==> src/rtl/bcd_pkg.sv <==
// Shared BCD constants, FSM state encoding and digit helpers for the decade cascade.
package bcd_pkg;

  localparam int unsigned BCD_W = 4;
  localparam logic [BCD_W-1:0] BCD_MAX = 4'd9;

  typedef enum logic [1:0] {
    ST_INIT  = 2'd0,
    ST_RUN   = 2'd1,
    ST_FAULT = 2'd2
  } state_e;

  function automatic logic is_bcd(input logic [BCD_W-1:0] digit);
    return digit <= BCD_MAX;
  endfunction

endpackage

==> src/rtl/bcd_digit_reg.sv <==
// One enabled BCD digit register: counts 0..MAX on inc_i, pulses wrap_o for one
// cycle on the MAX->0 roll. Reusable for further decades of the cascade.
module bcd_digit_reg
  import bcd_pkg::*;
#(
  parameter logic [BCD_W-1:0] MAX = BCD_MAX
) (
  input  logic             clk,
  input  logic             rst,
  input  logic             inc_i,
  output logic [BCD_W-1:0] digit_o,
  output logic             wrap_o
);

  logic [BCD_W-1:0] digit_q, digit_d;
  logic             wrap_q, wrap_d;

  // Next digit and roll-over pulse; the pulse lasts one cycle by default-clearing.
  always_comb begin
    digit_d = digit_q;
    wrap_d  = 1'b0;
    if (inc_i) begin
      if (digit_q >= MAX) begin
        digit_d = '0;
        wrap_d  = 1'b1;
      end else begin
        digit_d = digit_q + BCD_W'(1);
      end
    end
  end

  always_ff @(posedge clk) begin
    if (!rst) begin
      digit_q <= '0;
      wrap_q  <= 1'b0;
    end else begin
      digit_q <= digit_d;
      wrap_q  <= wrap_d;
    end
  end

  assign digit_o = digit_q;
  assign wrap_o  = wrap_q;

endmodule

==> src/rtl/bcd_tens_cascade.sv <==
// Tens stage behind a mod-10 units counter: registers units, detects 9->0 and
// advances the tens digit. Optional invalid-code fault tracking: BCD_INVALID_CHECK_EN.
module bcd_tens_cascade
  import bcd_pkg::*;
#(
  parameter int unsigned TENS_MAX = 9
) (
  input  logic             clk,
  input  logic             rst,
  input  logic [BCD_W-1:0] units,
  input  logic             en,
  output logic [BCD_W-1:0] tens,
  output logic [7:0]       count,
  output logic             carry,
  output logic             err
);

  state_e           state_q, state_d;
  logic [BCD_W-1:0] units_q;
  logic             primed_q;
  logic             wrap_c;
  logic             is_wrap_c;

  // units_q only holds a trustworthy previous sample once a RUN edge has loaded it.
  assign is_wrap_c = primed_q && en && (units_q == BCD_MAX) && (units == '0);

  always_comb begin
    state_d = state_q;
    wrap_c  = 1'b0;
    case (state_q)
      ST_INIT: state_d = ST_RUN;
      ST_RUN: begin
`ifdef BCD_INVALID_CHECK_EN
        if (!is_bcd(units)) begin
          state_d = ST_FAULT;
        end else begin
          wrap_c = is_wrap_c;
        end
`else
        wrap_c = is_wrap_c;
`endif
      end
      ST_FAULT: begin
        // Recovery edge re-synchronises on a 0 sample but is not itself a wrap.
        if (units == '0) begin
          state_d = ST_RUN;
        end
      end
      default: state_d = ST_INIT;
    endcase
  end

  always_ff @(posedge clk) begin
    if (!rst) begin
      state_q  <= ST_INIT;
      units_q  <= '0;
      primed_q <= 1'b0;
    end else begin
      state_q  <= state_d;
      units_q  <= units;
      primed_q <= primed_q || (state_q == ST_RUN);
    end
  end

  bcd_digit_reg #(
    .MAX (BCD_W'(TENS_MAX))
  ) u_tens (
    .clk     (clk),
    .rst     (rst),
    .inc_i   (wrap_c),
    .digit_o (tens),
    .wrap_o  (carry)
  );

  assign count = {tens, units_q};

`ifdef BCD_INVALID_CHECK_EN
  logic err_q;

  always_ff @(posedge clk) begin
    if (!rst) begin
      err_q <= 1'b0;
    end else begin
      err_q <= (state_d == ST_FAULT);
    end
  end

  assign err = err_q;
`else
  assign err = 1'b0;
`endif

endmodule

==> config.mk <==
export PLATFORM = sky130hd
export DESIGN_NAME = bcd_tens_cascade
export DESIGN_NICKNAME = d
export VERILOG_FILES = /design/src/rtl/bcd_pkg.sv /design/src/rtl/bcd_digit_reg.sv /design/src/rtl/bcd_tens_cascade.sv
export SDC_FILE = /design/constraint.sdc
export NUM_CORES = 1
export LEC_CHECK = 0
export CORE_AREA = 2 2 39 41
export CTS_BUF_LIST = sky130_fd_sc_hd__clkbuf_4 sky130_fd_sc_hd__clkbuf_8
export DETAILED_ROUTE_END_ITERATION = 16
export DIE_AREA = 0 0 41 43
export PLACE_DENSITY = 0.76
export SLEW_MARGIN = 10
export SYNTH_ARGS = -nofsm -noshare
export SYNTH_HDL_FRONTEND = slang
export SYNTH_HIERARCHICAL = 1
export SYNTH_SLANG_ARGS = --single-unit
export TNS_END_PERCENT = 100
==> constraint.sdc <==
create_clock -name clk -period 3.75 [get_ports clk]
set_clock_uncertainty 0.1 [all_clocks]
set_input_delay 0.5625 -clock clk [delete_from_list [all_inputs] [get_ports clk]]
set_output_delay 0.5625 -clock clk [all_outputs]
set_load 0.03 [all_outputs]
* Word level (Yosys, flattened, before mapping)
Cells that the tools add are included.
** Storage, ports and cells
- Memories :: 0
- Output and inout bits :: 14
- Latch bits :: 0
- Input port bits :: 7
- RAM bits :: 0
- Logic and storage cells :: 25
- Memory bits (read-only) :: 0
- Register bits after elaboration :: 12
** Cells by class
- Reduce and logical (&&, ||, !) cells :: 8
- Divide/modulo/power cells :: 0
- $lt $le $gt $ge :: 1
- Shifts and indexed selects :: 0
- Multipliers :: 0
- Add/sub/neg operators :: 1
- Bitwise gates (word level) :: 1
- Equal/unequal tests :: 4
- Mux-type cells :: 5
** Operator list (number)
- one-hot mux 2 bit (3 select lines) :: 1
- adder 4 x 1 -> 4 bit (second input constant) :: 1
- equality test 4 bit (second input constant) :: 1
- greater-or-equal comparator 4 bit (second input constant) :: 1
- zero test 4 bit :: 1
- two-way mux 4 bit :: 1
- AND reduction 2 bit :: 2
- logical AND 1 bit :: 3
- equality test 2 x 1 -> 1 bit (second input constant) :: 1
- equality test 2 bit (second input constant) :: 1
- zero test 2 bit :: 1
- two-way mux 1 bit :: 2
- two-way mux 2 bit :: 1
- inequality test 2 bit (second input constant) :: 1
- logical OR 1 bit :: 1
- inverter 1 bit :: 1

* Depth between registers and ports, before layout
Gate-level depths: netlist of run 1.
- Word-level depth :: 5
- Depth in mapped cells :: 5
- Depth with buffers taken out :: 5

* Modules after synthesis
Netlist of run 1, hierarchy kept.
** By module, submodules not included
- bcd_digit_reg :: area each 239.0 um^2, sequential area each 100.1 um^2, cells each 24, instances 1
- bcd_tens_cascade :: area each 230.2 um^2, sequential area each 120.1 um^2, cells each 22, instances 1

* Worst setup path before layout of run 1
Ideal clock, no wire load.
- Kind :: input port to flip-flop
- Start point :: in units[1]
- End point :: reg u_tens.digit_q[0] (netlist: u_tens/digit_o[0])
- Data required time :: 3531 ps
- Library setup time :: 119 ps
- Stages :: 5
- Path slack :: 1765 ps
- Arrival :: 1766 ps
- Path buffers :: 0
- Cell sequence :: or4b_1 nor3_2 nand2_1 o21ai_2 nor2_1
** On the way
- Cells in the longest elaborated chain, start to end :: 3
** Ends and longest elaborated chain
- from (decl) :: RTL line bcd_tens_cascade.sv:10 : input logic [BCD_W-1:0] units,
- zero test 4 bit :: RTL line bcd_tens_cascade.sv:25 : assign is_wrap_c = primed_q && en && (units_q == BCD_MAX) && (units == '0);
- logical AND 1 bit :: RTL line bcd_tens_cascade.sv:25
- two-way mux 1 bit :: RTL line bcd_tens_cascade.sv:30 : case (state_q)
- via wrap_c :: RTL line bcd_tens_cascade.sv:21 : logic wrap_c;
- to (signal assigned) :: RTL line bcd_digit_reg.sv:37 : digit_q <= digit_d;
- to (decl) :: RTL line bcd_digit_reg.sv:15 : logic [BCD_W-1:0] digit_q, digit_d;
The timed path passes the listed nets, and every way through them passes these cells.
A chain may end at the register's enable or synchronous reset.

* Final worst setup path of run 1
- Start point :: in units[1]
- End point :: reg u_tens.digit_q[3] (netlist: u_tens/digit_o[3])
Same word-level chain as after synthesis.

==> results of run 1 <==
-- synth_stat cells (2+ instances only) --
library cell | instances | area (µm²)
nand2_1 | 2 | 7.51
dfxtp_1 | 11 | 220
buf_4 | 5 | 37.5
inv_1 | 2 | 7.51
nand4_1 | 2 | 12.5
and2_1 | 4 | 25.0
xor2_1 | 2 | 17.5
nor2_1 | 4 | 15.0
ha_1 | 3 | 37.5
-- flip-flops by register name, summed over array words and instances (netlist names) --
signal	cells
units_q	4
state_q	1
u_tens/wrap_o	1
u_tens/digit_o	4
primed_q	1
-- kinds of logic after synthesis --
logic type | count (synthesis) | synth area share
and+or+nand+nor | 17 | 0.227
DFF | 11 | 0.469
buffers and inverters | 8 | 0.104
adders and majority gates | 3 | 0.0800
xor gates and xnor gates | 3 | 0.0560
AOI/OAI and AO/OA | 2 | 0.0347
other | 1 | 0.00799
muxes | 1 | 0.0213
-- layout make-up --
cell class	count	area (µm²)	share of cell area
Clock inverter	1	5.00	0.00752
Inverter	2	7.51	0.0113
Timing Repair Buffer	19	190	0.286
Tap cell	16	20.0	0.0301
Multi-Input combinational cell	27	200	0.301
Clock buffer	3	22.5	0.0338
Sequential cell	11	220	0.331
-- where the power goes --
| group | switching (mW) | internal, mW | total [mW] | leakage (nW) |
|---|---|---|---|---|
| combinational | 0.0103 | 0.0116 | 0.0219 | 0.138 |
| sequential | 0.00161 | 0.120 | 0.122 | 0.0904 |
| clock | 0.0420 | 0.0395 | 0.0815 | 0.0177 |
-- critical path: cells and delay by family --
family	cells	cell delay (ns)
simple gates	4	1.12
buf+inv	1	0.41
compound gates	1	0.24
-- layer usage --
metal / track usage / vias to the layer above / part of all wire
met2: 0.159 / 14 / 0.45
met1: 0.143 / 148 / 0.46
met4: 0.0800 / 0 / 0.026
li1: - / 178 / -
met5: 0 / - / 0
met3: 0.0471 / 2 / 0.063
-- through the flow --
stage | hold slack [ns] | instance area (µm²) | cells
6_report | 0.360 | 666 | 79
5_1_grt | 0.383 | 666 | 79
4_1_cts | 0.369 | 666 | 79
3_5_place_dp | 0.351 | 638 | 75
3_3_place_gp | 0.335 | 638 | 75
2_1_floorplan | 0.328 | 469 | 46
-- worst max path at each step --
stage / cells past startpoint / to / slack (ns) / startpoint
2_1_floorplan: 5 / u_tens/digit_o[0] / 1.76 / units[1]
3_3_place_gp: 6 / u_tens/digit_o[1] / 1.22 / units[1]
3_5_place_dp: 6 / u_tens/digit_o[3] / 1.19 / units[1]
4_1_cts: 6 / u_tens/digit_o[3] / 1.47 / units[1]
5_1_grt: 6 / u_tens/digit_o[3] / 1.38 / units[1]
6_report: 6 / u_tens/digit_o[3] / 1.48 / units[1]
==> results.cfg, run 1 <==
[clock_network]
cts_hold_buf = 0
clock-root-buffer = clkbuf_4
clock_latency_ns = 0.27
h-tree-depth = 1
cts_tree = done
cts_sinks = 11
clkTransAtPathRegs_ns = 0.07
cts-buffers-inserted = 3
cts.repair.resized = 0
cts_buffer_depth = 2
cts_setup_buffers = 0

[worst_setup_path]
critPathLaunchType = input pin
ff2ff_path_depth = 5
crit_type = input pin to flop
worst_path_largest_cell_delay_ns = 0.52
cp.required_ns = 3.81
critPathCaptureType = flop
path_cells = clkdlybuf4s50_1 -> or4b_1 -> nor3_2 -> nand2_1 -> o21ai_2 -> nor2_1
arrival_ns = 2.33
rr_endpoint = u_tens/digit_o[3]
r2r_start = units_q[2]
reg2reg_slack_ns = 1.86
critPathSlowestCell = or4b_1
path_max_fanout = 5

[final_layout]
syn2layout_area_growth_pct = 41.9
final_core_util = 0.481
layout-drive-gt1-share = 0.111
final_common_cell = clkdlybuf4s50_1
diodes = 0
final.fill_count = 143
nets = 74
final_cell_mix = 19 x clkdlybuf4s50_1, 11 x dfxtp_1, 4 x and2_1, 4 x nor2_1

[placed_design]
globalplace.congestion = 0.693
place_ws_ns = 1.19
portBuffers = 19

[yosys]
synth_seq_cells = 11
yosysWarningCount = 6
synth_edf_count = 0
syn-cell-area_um2 = 469
syn_area_per_cell_um2 = 10.2
synth_cells = 46
yosysSeqAreaShare = 0.469
synthArstFlopShare = 0
synthFlopType = dfxtp_1
syn_nets = 56
ys_types = 20

[floorplanning]
die_h_um = 43
die_x_um = 41
fp-row-count = 14
start_util = 0.339
dieArea_mm2 = 0.00176
io_pins = 21
core_area_mm2 = 0.00138

[global_routing]
grt_pass1_wl_um = 1350
antenna_found_initial = 0
grt_max_degree = 9
track_usage = 0.117
grt_pass1_vias = 337
overflow = 0

[hold_path]
hold_path_startpoint = primed_q
hold_path_end = primed_q
worstHoldPathCells = 1
hold_class = flop to flop

[sta]
fin_ws_ns = 1.48
fin_setup_tns_ns = 0
setup_violations = 0
slew_violations = 0
rsz0062_at_grt = false
final-hold-violation-count = 0
min_period_ns = 2.27
fmax_mhz = 441
fin_crit_sh = 0.604

[power_and_ir_drop]
p_per_area_mw_per_mm2 = 339
irDropWorstVdd_mv = 0.224
p_leak_nw = 0.246
power.total_mw = 0.225

[drt]
firstDrtPassIters = 4
num_vias = 342
drc = 0
wl_um = 794
drt_iter0_drc = 3
viasPerCell = 4.33
drt-wirelength-per-cell_um = 10.1
final_antenna_net_count = 0

[flow_run]
maxCapViolCount = 0

[run_status]
status = complete, no violations
Note: power is estimated with default switching activity, not from simulation.
==> run 2: changes to the inputs <==
==> constraint.sdc (replaced) <==
create_clock -name clk -period 2.35 [get_ports clk]
set_clock_uncertainty 0.1 [all_clocks]
set_input_delay 0.3525 -clock clk [delete_from_list [all_inputs] [get_ports clk]]
set_output_delay 0.3525 -clock clk [all_outputs]
set_load 0.03 [all_outputs]
==> results.cfg, run 2 (synthesis gave the netlist of run 1 again) <==
[worst_setup_path]
ff2ff_path_depth = 5
reg2reg_slack_ns = 0.60
crit_type = input pin to flop
rr_endpoint = u_tens/digit_o[0]
path_max_fanout = 4
arrival_ns = 1.96
critPathCaptureType = flop
critPathLaunchType = input pin
r2r_start = units_q[2]
cp.required_ns = 2.39

[clock_network]
cts_hold_buf = 0
cts_tree = done
clock-root-buffer = clkbuf_4
clkTransAtPathRegs_ns = 0.06
cts-buffers-inserted = 3
h-tree-depth = 1
clock_latency_ns = 0.26
cts_buffer_depth = 2
cts_setup_buffers = 0
cts.repair.resized = 0
cts_sinks = 11

[final_layout]
syn2layout_area_growth_pct = 44.0
layout.area.seq_um2 = 220
nets = 75
final_common_cell = clkdlybuf4s50_1
layout-drive-gt1-share = 0.125
final_cell_mix = 19 x clkdlybuf4s50_1, 11 x dfxtp_1, 4 x and2_1, 4 x clkbuf_4, 4 x nor2_1
multi_input_area_um2 = 200
design_area_um2 = 676
diodes = 0
final.fill_count = 141
layout.cells.non_filler = 80

[placed_design]
place_ws_ns = 0.167
portBuffers = 19
hpwl_um = 621
place_inst = 76
dpl-instance-area_um2 = 646
globalplace.congestion = 0.736

[power_and_ir_drop]
pwr-share-clk = 0.369
p_seq_frac = 0.535
p_int_mw = 0.288
switchingPower_mw = 0.0763
power_frac_comb = 0.096
p_leak_nw = 0.252
p_sw_frac = 0.210
p_per_area_mw_per_mm2 = 539
irDropWorstVdd_mv = 0.282

[sta]
min_period_ns = 1.92
setup_violations = 0
fmax_mhz = 520
rsz0062_at_grt = false
holdWs_ns = 0.353
fin_setup_tns_ns = 0
fin_crit_sh = 0.819
fin_ws_ns = 0.426
slew_violations = 0
final-hold-violation-count = 0

[drt]
drt-wirelength-per-cell_um = 9.84
firstDrtPassIters = 4
drt_iter0_drc = 2
drc = 0
final_antenna_net_count = 0
viasPerCell = 4.36
wl_um = 787
num_vias = 349

[global_routing]
antenna_found_initial = 0
track_usage = 0.110
grt_pass1_vias = 308
grt_max_degree = 9
grt_pass1_wl_um = 1240
overflow = 0

[floorplanning]
die_x_um = 41
start_util = 0.339
die_h_um = 43
core_area_mm2 = 0.00138
fp-row-count = 14
io_pins = 21
dieArea_mm2 = 0.00176

[hold_path]
hold_path_startpoint = primed_q
hold_path_end = primed_q
worstHoldPathCells = 1
hold_class = flop to flop

[run_status]
status = complete, no violations

[flow_run]
maxCapViolCount = 0
[run 2: cell types whose count changed in the layout (fill, tap and decap cells not counted), sizes merged]
cell / change
buf: +1
clkbuf: +1
clkinv: -1
[run 2: through the flow]
stage          utilization  total power [mW]
2_1_floorplan            -             0.216
3_3_place_gp         0.467             0.234
3_5_place_dp         0.467             0.234
4_1_cts              0.488             0.369
5_1_grt              0.488             0.381
6_report             0.488             0.364
[run 2: worst max-delay path by stage]
| stage | startpoint | end | slack, ns |
|---|---|---|---|
| floorplan | units_q[0] | u_tens/digit_o[0] | 0.48 |
| global placement | units[1] | u_tens/digit_o[1] | 0.20 |
| detailed placement | units[1] | u_tens/digit_o[0] | 0.17 |
| CTS | units[1] | u_tens/digit_o[0] | 0.43 |
| global route | units[1] | u_tens/digit_o[0] | 0.35 |
| finish | units[1] | u_tens/digit_o[0] | 0.43 |
[run 2: worst max-delay path: stages]
cell and delay (ns):
clkdlybuf4s50_1 0.40, or4b_1 0.52, nor3_2 0.27, nand2_1 0.13
o21ai_2 0.21, nor2_1 0.08
[run 2: layout make-up]
type | instances | area share
clock buffers | 4 | 0.0444
inverters | 2 | 0.0111
multi-input cells | 27 | 0.296
flip-flops and latches | 11 | 0.326
well taps | 16 | 0.0296
repair buffers | 20 | 0.293
[run 2: layer usage]
layer / track usage / wire (µm) / share of wire
met3: 0.0628 / 47 / 0.060
met5: 0 / 0 / 0
met2: 0.144 / 356 / 0.45
met1: 0.137 / 373 / 0.47
met4: 0.0600 / 10 / 0.013
[run 2: power by group through the flow]
stage	clock [mW]	sequential (mW)	combinational (mW)
final	0.134	0.195	0.0348
after global routing	0.149	0.195	0.0372
after CTS	0.139	0.195	0.0351
after detailed placement	0	0.199	0.0349
after global placement	0	0.199	0.0347
after floorplan	0	0.206	0.00981
==> run 3: changes to the inputs <==
==> constraint.sdc (replaced) <==
create_clock -name clk -period 1.87 [get_ports clk]
set_clock_uncertainty 0.1 [all_clocks]
set_input_delay 0.2805 -clock clk [delete_from_list [all_inputs] [get_ports clk]]
set_output_delay 0.2805 -clock clk [all_outputs]
set_load 0.03 [all_outputs]
==> results.cfg, run 3 (synthesis gave the netlist of run 1 again) <==
[sta]
rsz0062_at_grt = false
final-hold-violation-count = 0
min_period_ns = 1.80
fin_setup_tns_ns = 0
setup_violations = 0
fmax_mhz = 557
slew_violations = 0
holdWs_ns = 0.360
fin_crit_sh = 0.960

[drt]
num_vias = 367
drt_iter0_drc = 3
wl_um = 795
drt-wirelength-per-cell_um = 9.70
viasPerCell = 4.48
firstDrtPassIters = 2
drc = 0
final_antenna_net_count = 0

[worst_setup_path]
critPathLaunchType = input pin
critPathCaptureType = flop
arrival_ns = 1.86
rr_endpoint = u_tens/digit_o[3]
cp.required_ns = 1.93
endpoint = u_tens/digit_o[3]
critPathLaunch = units[1]
ff2ff_path_depth = 6
path_max_fanout = 4
r2r_start = units_q[2]
reg2reg_slack_ns = 0.17
crit_type = input pin to flop

[floorplanning]
fp-row-count = 14
io_pins = 21
core_area_mm2 = 0.00138
start_util = 0.339
dieArea_mm2 = 0.00176
die_h_um = 43
die_x_um = 41

[clock_network]
cts_setup_buffers = 0
h-tree-depth = 1
clkTransAtPathRegs_ns = 0.07
clock_latency_ns = 0.27
cts_buffer_depth = 2
cts-buffers-inserted = 3
clock-root-buffer = clkbuf_4
cts_sinks = 11
cts_tree = done

[placed_design]
portBuffers = 19
hpwl_um = 609
globalplace.congestion = 0.684

[final_layout]
multi_input_area_um2 = 200
final_cell_mix = 17 x clkdlybuf4s50_1, 11 x dfxtp_1, 4 x and2_1, 4 x clkbuf_4, 4 x nor2_1
syn2layout_area_growth_pct = 48.3
layout.area.seq_um2 = 220
layout-drive-gt1-share = 0.152
nets = 77
final.fill_count = 135
final_common_cell = clkdlybuf4s50_1
final_core_util = 0.503
diodes = 0

[power_and_ir_drop]
p_per_area_mw_per_mm2 = 670
irDropWorstVdd_mv = 0.300
p_leak_nw = 0.299
power.total_mw = 0.466

[global_routing]
grt_max_degree = 9
track_usage = 0.124
antenna_found_initial = 0
grt_pass1_wl_um = 1390
overflow = 0
grt_pass1_vias = 331

[run_status]
status = complete, no violations

[flow_run]
maxCapViolCount = 0

[hold_path]
hold_class = flop to flop
[run 3: cell count changes in the layout (fill, tap and decap cells not counted), sizes merged]
| cell | delta |
|---|---|
| clkdlybuf4s50 | -2 |
| dlymetal6s2s | +2 |
| buf | +2 |
[run 3: power by group]
group / internal (mW) / switching, mW
combinational: 0.0232 / 0.0206
sequential: 0.241 / 0.00326
clock: 0.0971 / 0.0807
total: 0.362 / 0.105
[run 3: area by class of cell]
cell class	count	area share
multi-input cells	27	0.288
well taps	16	0.0288
flip-flops and latches	11	0.317
clock buffers	4	0.0432
inverters	2	0.0108
repair buffers	22	0.313
[run 3: worst min path at each step]
stage / startpoint / cells after the start / slack [ns] / end
floorplan: rst / 1 / 0.27 / state_q[0]
global placement: primed_q / 1 / 0.33 / primed_q
detailed placement: primed_q / 1 / 0.35 / primed_q
CTS: primed_q / 1 / 0.36 / primed_q
global route: primed_q / 1 / 0.37 / primed_q
finish: primed_q / 1 / 0.36 / primed_q
[run 3: layer usage]
layer	vias to the layer above	global-route usage	part of all wire
li1	186	-	-
met5	-	0	0
met3	2	0.0314	0.068
met4	0	0.120	0.020
met1	165	0.159	0.46
met2	14	0.156	0.45
[run 3: through the flow]
stage,cells,setup WS (ns),instance area [µm²]
floorplan,46,0.00480,469
global placement,78,-0.183,661
detailed placement,78,-0.215,661
CTS,82,0.0128,691
global route,82,0.00708,696
finish,82,0.0746,696
[run 3: repair_timing]
item,CTS,global route
hold buffers,0,0
hold endpoints to repair,0,0
resized for setup,0,2
setup endpoints to repair,0,2
[run 3: critical path, cell delays in order]
cell and delay [ns]:
clkdlybuf4s50_1 0.40, or4b_1 0.52, nor3_2 0.20, buf_4 0.16, nand4_1 0.10, xor2_1 0.15, nor2_1 0.05
